**config.mk**
```make
export PLATFORM = sky130hd
export DESIGN_NAME = bin2bcd_seq
export DESIGN_NICKNAME = d
export VERILOG_FILES = /design/src/rtl/bin2bcd_seq.sv
export SDC_FILE = /design/constraint.sdc
export NUM_CORES = 1
export LEC_CHECK = 0
export CORE_MARGIN = 2
export CORE_UTILIZATION = 35
export DETAILED_ROUTE_END_ITERATION = 6
export PLACE_DENSITY = 0.65
export SYNTH_ARGS = -nofsm -noshare
export SYNTH_HDL_FRONTEND = slang
export SYNTH_SLANG_ARGS = --single-unit
export TNS_END_PERCENT = 50
```
**constraint.sdc**
```tcl
create_clock -name clk -period 2 [get_ports clk]
set_clock_uncertainty 0.1 [all_clocks]
set_input_delay 0.4 -clock clk [delete_from_list [all_inputs] [get_ports clk]]
set_output_delay 0.4 -clock clk [all_outputs]
set_load 0.01 [all_outputs]
```
**src/rtl/bin2bcd_seq.sv**
```systemverilog
// Sequential binary-to-BCD converter using the double-dabble algorithm:
// one shift-and-adjust iteration per clock, WIDTH iterations per conversion.
module bin2bcd_seq #(
  parameter int WIDTH  = 32,
  parameter int DIGITS = 10
) (
  input  logic                clk,
  input  logic                rst_n,
  input  logic                start,
  input  logic [WIDTH-1:0]    bin,
  output logic                busy,
  output logic                valid,
  output logic [4*DIGITS-1:0] bcd,
  output logic                overflow
);

  localparam int                BCD_W    = 4 * DIGITS;
  localparam int                CNT_W    = $clog2(WIDTH + 1);
  localparam logic [CNT_W-1:0]  LAST_CNT = CNT_W'(WIDTH - 1);

  typedef enum logic [1:0] {
    IDLE,
    SHIFT,
    DONE
  } state_e;

  state_e             state_q;
  logic [WIDTH-1:0]   op_q;
  logic [BCD_W-1:0]   acc_q;
  logic [CNT_W-1:0]   cnt_q;
  logic               sticky_q;
  logic [BCD_W-1:0]   bcd_q;
  logic               ovf_q;
  logic               busy_q;
  logic               valid_q;

  logic [BCD_W-1:0]   adj;
  logic [BCD_W-1:0]   acc_d;
  logic [WIDTH-1:0]   op_d;
  logic               carry_out;
  logic               sticky_d;

  // NOTE: every combinational output gets a default before the loop so no
  // path can leave it unassigned and infer a latch.
  always_comb begin
    adj = acc_q;
    for (int i = 0; i < DIGITS; i++) begin
      if (acc_q[4*i +: 4] >= 4'd5) begin
        adj[4*i +: 4] = acc_q[4*i +: 4] + 4'd3;
      end
    end
  end

  // The bit leaving the top digit is a decimal carry past the last digit,
  // so the accumulator holds the operand modulo 10^DIGITS.
  assign carry_out = adj[BCD_W-1];
  assign sticky_d  = sticky_q | carry_out;
  assign acc_d     = {adj[BCD_W-2:0], op_q[WIDTH-1]};
  assign op_d      = {op_q[WIDTH-2:0], 1'b0};

  // NOTE: state registers use non-blocking assignments so every register
  // samples pre-edge values regardless of statement order.
  always_ff @(posedge clk or negedge rst_n) begin
    if (!rst_n) begin
      state_q  <= IDLE;
      op_q     <= '0;
      acc_q    <= '0;
      cnt_q    <= '0;
      sticky_q <= 1'b0;
      bcd_q    <= '0;
      ovf_q    <= 1'b0;
      busy_q   <= 1'b0;
      valid_q  <= 1'b0;
    end else begin
      case (state_q)
        IDLE, DONE: begin
          valid_q <= 1'b0;
          if (start) begin
            op_q     <= bin;
            acc_q    <= '0;
            cnt_q    <= '0;
            sticky_q <= 1'b0;
            busy_q   <= 1'b1;
            state_q  <= SHIFT;
          end else begin
            state_q  <= IDLE;
          end
        end
        SHIFT: begin
          acc_q    <= acc_d;
          op_q     <= op_d;
          cnt_q    <= cnt_q + 1'b1;
          sticky_q <= sticky_d;
          if (cnt_q == LAST_CNT) begin
            bcd_q   <= acc_d;
            ovf_q   <= sticky_d;
            busy_q  <= 1'b0;
            valid_q <= 1'b1;
            state_q <= DONE;
          end
        end
        default: begin
          busy_q  <= 1'b0;
          valid_q <= 1'b0;
          state_q <= IDLE;
        end
      endcase
    end
  end

  assign busy     = busy_q;
  assign valid    = valid_q;
  assign bcd      = bcd_q;
  assign overflow = ovf_q;

endmodule

```
# [Yosys cells after proc, flatten, opt, wreduce, memory -nomap -nowiden]
# Index checks and enable logic that the tools add are counted.
[totals] ff_bits=124 in_bits=35 out_inout_bits=43
[classes] n_addsub=11 n_lt_le_gt_ge=10 eq_ne=5 mux=26 bitwise_logic=1 reduce_logical=6
[ops] operator="40-bit one-hot mux with 2 select lines" n=1
[ops] operator="32-bit one-hot mux with 2 select lines" n=1
[ops] operator="4-bit by 2-bit adder with 4-bit output, second input constant" n=10
[ops] operator="4-bit by 3-bit >= comparator with 1-bit output, second input constant" n=10
[ops] operator="4-bit 2-to-1 mux" n=10
[ops] operator="40-bit 2-to-1 mux" n=1
[ops] operator="32-bit 2-to-1 mux" n=1
[ops] operator="6-bit one-hot mux with 2 select lines" n=1
[ops] operator="6-bit by 1-bit adder with 6-bit output, second input constant" n=1
[ops] operator="6-bit by 5-bit == test with 1-bit output, second input constant" n=1
[ops] operator="1-bit 2-to-1 mux" n=6
[ops] operator="6-bit 2-to-1 mux" n=1
[ops] operator="2-bit AND reduction" n=3
[ops] operator="2-bit != test, second input constant" n=2
[ops] operator="1-bit one-hot mux with 2 select lines" n=2
[ops] operator="2-bit one-hot mux with 2 select lines" n=1
[ops] operator="2-bit by 1-bit == test with 1-bit output, second input constant" n=1
[ops] operator="2-bit == test, second input constant" n=1
[ops] operator="2-bit zero test" n=1
[ops] operator="2-bit 2-to-1 mux" n=1
[ops] operator="2-bit nonzero test" n=1
[ops] operator="2-bit OR reduction" n=1
[ops] operator="1-bit OR" n=1

# [Longest topological paths before layout]
[depth] ltp_word=4 depth_mapped=7

# [Least setup slack after synthesis]
# No wires, ideal clock.
[synth_path] path_type="register to register" from="register acc_q[8]" to="register bcd_q[10], in the netlist bcd[10]" arrival_time_ns=1.354 t_required_ns=1.775 setup_slack_ns=0.421 stages_incl_launch_ff=7 n_path_buf=0 period_less_slack_ns=1.579 cell_sequence="dfrtp_1 inv_1 ha_1 nand2b_1 a21oi_1 mux2i_1 mux2_4"
[synth_between] elab_chain_len=2
[synth_rtl] item="start: declaration" line="29" rtl="logic [BCD_W-1:0] acc_q;"
[synth_rtl] item="start signal: assignment" line="67" rtl="acc_q <= '0;"
[synth_rtl] item="start signal: assignment" line="80" rtl="acc_q <= '0;"
[synth_rtl] item="start signal: assignment" line="90" rtl="acc_q <= acc_d;"
[synth_rtl] item="4-bit by 2-bit adder with 4-bit output / 4-bit by 3-bit >= comparator with 1-bit output (equally long branches)" line="49, 48"
[synth_rtl] item="4-bit 2-to-1 mux *" line="48" rtl="if (acc_q[4*i +: 4] >= 4'd5) begin"
[synth_rtl] item="end signal: assignment" line="70" rtl="bcd_q <= '0;"
[synth_rtl] item="end signal: assignment" line="95" rtl="bcd_q <= acc_d;"
[synth_rtl] item="end: declaration" line="32" rtl="logic [BCD_W-1:0] bcd_q;"
# Mark *: on every way between the ends. The rest lies on a longest branch, timed or not.
# A chain may end at the register's enable or synchronous reset.

# [Worst setup path in the final report]
[layout_path] from="register state_q[1]" to="register cnt_q[5]"
[layout_between] elab_chain_len=4
[layout_rtl] item="start: declaration" line="27" rtl="state_e state_q;"
[layout_rtl] item="start signal: assignment" line="65" rtl="state_q <= IDLE;"
[layout_rtl] item="start signal: assignment" line="84" rtl="state_q <= SHIFT;"
[layout_rtl] item="start signal: assignment" line="86" rtl="state_q <= IDLE;"
[layout_rtl] item="2-bit == test / 2-bit zero test (equally long branches)" line="75" rtl="case (state_q)"
[layout_rtl] item="2-bit OR reduction" line="75"
[layout_rtl] item="2-bit != test (no source line) / 2-bit nonzero test (equally long branches)"
[layout_rtl] item="2-bit AND reduction (no source line)"
[layout_rtl] item="end signal: assignment" line="92" rtl="cnt_q <= cnt_q + 1'b1;"
[layout_rtl] item="end: declaration" line="30" rtl="logic [CNT_W-1:0] cnt_q;"
# Several ways; a longest one is shown, not always the timed one.

==> flow_metrics.py <==
metrics = {
    "pwr": {
        "intPower_mw": 8.325,
        "p_per_area_mw_per_mm2": 1667,
        "switching_share_pct": 33.47,
        "p_seq_share_pct": 35.7,
        "vdd_ir_drop_max_mv": 0.7129,
        "p_leak_nw": 3.353,
        "power.switching_mw": 4.188,
        "p_comb_share_pct": 37.2,
        "clkPwrFrac_pct": 27.1,
        "finalPower_mw": 12.51,
    },
    "global_routing": {
        "antenna_found_initial": 0,
        "grt_pass1_wl_mm": 21.68,
        "grt_use_total_pct": 15.50,
        "first_global_vias": 4288,
        "grt_max_degree": 48,
        "gr-total-overflow": 0,
    },
    "setup_path": {
        "reg2reg_depth": 6,
        "arrival_ns": 2.09,
        "critPathBufInv": 2,
        "end_kind": "flip-flop",
        "cp_max_fo": 47,
        "cp_top_family": "buffers and inverters",
        "cp.required_ns": 2.19,
        "max_stage_delay_ns": 0.41,
        "path_cells": "nor2b_4 > buf_4 > clkbuf_8 > nand4_1 > o211ai_1 > o31ai_1",
        "crit_path_start_kind": "flip-flop",
        "path_depth": 6,
        "crit_type": "flip-flop to flip-flop",
        "slowest_stage": "dfrtp_1",
    },
    "routing": {
        "vias_per_cell": 5.113,
        "ant_nets": 0,
        "first_iter_violations": 253,
        "first_pass_iters": 5,
        "totalWireLength_mm": 13.06,
        "drcViolationCount": 0,
        "wl_per_cell_um": 15.49,
        "via_count": 4310,
    },
    "die": {
        "start_util_pct": 36.11,
        "core_mm2": 0.01600,
        "std_cell_rows": 46,
        "die_y_um": 132.5,
        "ioPinCount": 78,
        "dieWidth_um": 132.5,
        "die-area_mm2": 0.01755,
    },
    "cells_and_area": {
        "antenna_cells": 0,
        "final_cells": 843,
        "post-route-util_pct": 46.92,
        "area_growth_pct": 29.93,
        "design_area_mm2": 0.007507,
        "drive_above_1_share_pct": 12.12,
        "fin_nets": 670,
    },
    "synth": {
        "async_flop_share_pct": 100.0,
        "synth_warnings": 0,
        "ys_seq_elements": 124,
        "ys_types": 32,
        "yosysSeqAreaShare_pct": 53.70,
        "syn_area_mm2": 0.005778,
        "avgSynthCellArea_um2": 10.98,
        "synth_flop_cell": "dfrtp_1",
        "synthesis.nets": 582,
        "synth_edf_count": 0,
        "syn_inst": 526,
    },
    "outcome": {
        "status": "completed",
    },
    "worst_hold_path": {
        "hold_depth": 2,
        "hp-class": "flip-flop to flip-flop",
    },
    "clocking": {
        "clockBufferDepth": 2,
        "clk_pin_slew_ns": 0.06,
        "numCtsBuffers": 17,
        "clock-root-buffer": "clkbuf_16",
        "post_cts_buffers": 0,
        "clk_latency_ns": 0.41,
        "cts_tree": "built",
        "cts.sinks": 124,
        "htree_num_levels": 4,
    },
    "timing": {
        "worst_slew_pin_slew_ns": 0.8130,
        "hold_slack_ns": 0.3730,
        "slew_violations": 0,
        "setup_slack_ns": 0.09777,
        "period_share_pct": 95.11,
        "hold_viol": 0,
        "relSlewSlack_pct": 45.67,
        "period_needed_ns": 1.902,
        "setup_tns_ns": 0,
        "setup_viol": 0,
        "rsz0062_at_grt": "false",
        "clock.fmax_mhz": 525.7,
    },
    "placement": {
        "placed_area_mm2": 0.006820,
        "placed_cells": 809,
        "numPortBuffers": 77,
        "place_congestion": 0.8291,
        "dpl.hpwl_mm": 8.574,
        "place_ws_ns": -0.5201,
    },
    "run": {
        "drv_cap": 0,
    },
}
cell usage after synthesis (3+ instances only):
cell | n | area share, %
mux2_4 | 17 | 4.4
nand2_1 | 94 | 6.1
nand2b_1 | 12 | 1.3
nor2_1 | 5 | 0.32
a21oi_1 | 33 | 2.9
inv_1 | 20 | 1.3
mux2i_1 | 10 | 1.7
buf_2 | 14 | 1.2
o22ai_1 | 9 | 0.97
dfrtp_1 | 124 | 54
o21ai_1 | 4 | 0.35
clkbuf_1 | 9 | 0.58
o31ai_1 | 12 | 1.6
o21ai_0 | 31 | 2.7
a22oi_1 | 31 | 4.0
ha_1 | 21 | 4.5
a22o_1 | 22 | 3.3
a32o_1 | 10 | 1.7
xnor2_1 | 10 | 1.5
nor3b_1 | 20 | 2.6
mux2_2 | 3 | 0.58
area by class of cell:
type / count / area (um^2)
Fill cell: 1469 / 8493
Sequential cell: 124 / 3103
Multi-Input combinational cell: 355 / 2456
Timing Repair Buffer: 95 / 937.1
Clock buffer: 19 / 442.9
Tap cell: 216 / 270.3
Clock inverter: 13 / 216.5
Inverter: 21 / 81.33
worst reg2reg max path: cells and delay by family, from the launching register on:
family | cells | cell delay [ns]
AO/OA/AOI/OAI | 2 | 0.31
AND/OR/NAND/NOR | 2 | 0.45
buffers and inverters | 2 | 0.50
flip-flops | 1 | 0.41
power by group through the flow:
stage	registers (mW)	clock network (mW)	logic [mW]
6_report	4.47	3.40	4.65
3_3_place_gp	4.44	0	4.47
3_5_place_dp	4.49	0	4.66
4_1_cts	4.47	3.46	4.71
2_1_floorplan	4.47	0	2.94
5_1_grt	4.64	3.56	5.18
sequential cells by signal (all words and copies together), names as in the netlist:
| signal | flops |
|---|---|
| overflow | 1 |
| busy | 1 |
| acc_q | 40 |
| bcd | 40 |
| state_q | 2 |
| op_q | 32 |
| cnt_q | 6 |
| sticky_q | 1 |
| valid | 1 |
what timing repair did:
action	4_1_cts	5_1_grt
pin swaps	1	0
gates resized for setup	1	2
setup endpoints to repair	4	8
hold endpoints to repair	35	0
hold buffers	1	0
cloned	1	0
cells in the final DEF (no fill, tap or decap), types with 12 or more instances in the layout:
| cell type | count |
|---|---|
| o21ai_0 | 31 |
| a22o_1 | 22 |
| mux2_4 | 17 |
| nand2_1 | 94 |
| dfrtp_1 | 124 |
| inv_1 | 20 |
| nand2b_1 | 12 |
| o31ai_1 | 12 |
| clkbuf_16 | 17 |
| a22oi_1 | 31 |
| a21oi_1 | 33 |
| buf_4 | 15 |
| nor3b_1 | 20 |
| ha_1 | 21 |
| clkdlybuf4s50_1 | 76 |
cell families (layout without fill, tap and decap cells):
kind of cell,after synthesis,after routing,share of synthesized area [%]
flops,124,124,53.70
buf+inv,48,148,4.158
mux,30,30,6.734
compound gates,154,154,17.78
fa+ha+maj,21,21,4.547
xor+xnor,10,10,1.516
simple gates,139,140,11.56
per-layer routing:
layer	vias up	wire length [um]	global-route usage [%]	part of all wire (%)
met4	0	36	4.062	0.28
met2	116	6051	23.95	46
met3	4	832	5.364	6.4
met5	-	0	0	0
li1	2064	-	-	-
met1	2126	6136	20.90	47
path summary, 6_finish.rpt:
check                                start   endpoint  slack, ns
worst min register to register    op_q[21]   op_q[21]       0.37
max in group asynchronous            rst_n   cnt_q[4]       0.74
worst max register to register  state_q[1]   cnt_q[5]        0.1
min in group asynchronous            rst_n  acc_q[19]       0.43
worst min-delay path              op_q[21]   op_q[21]       0.37
worst max-delay path            state_q[1]   cnt_q[5]        0.1
(Power assumes the default switching activity.)
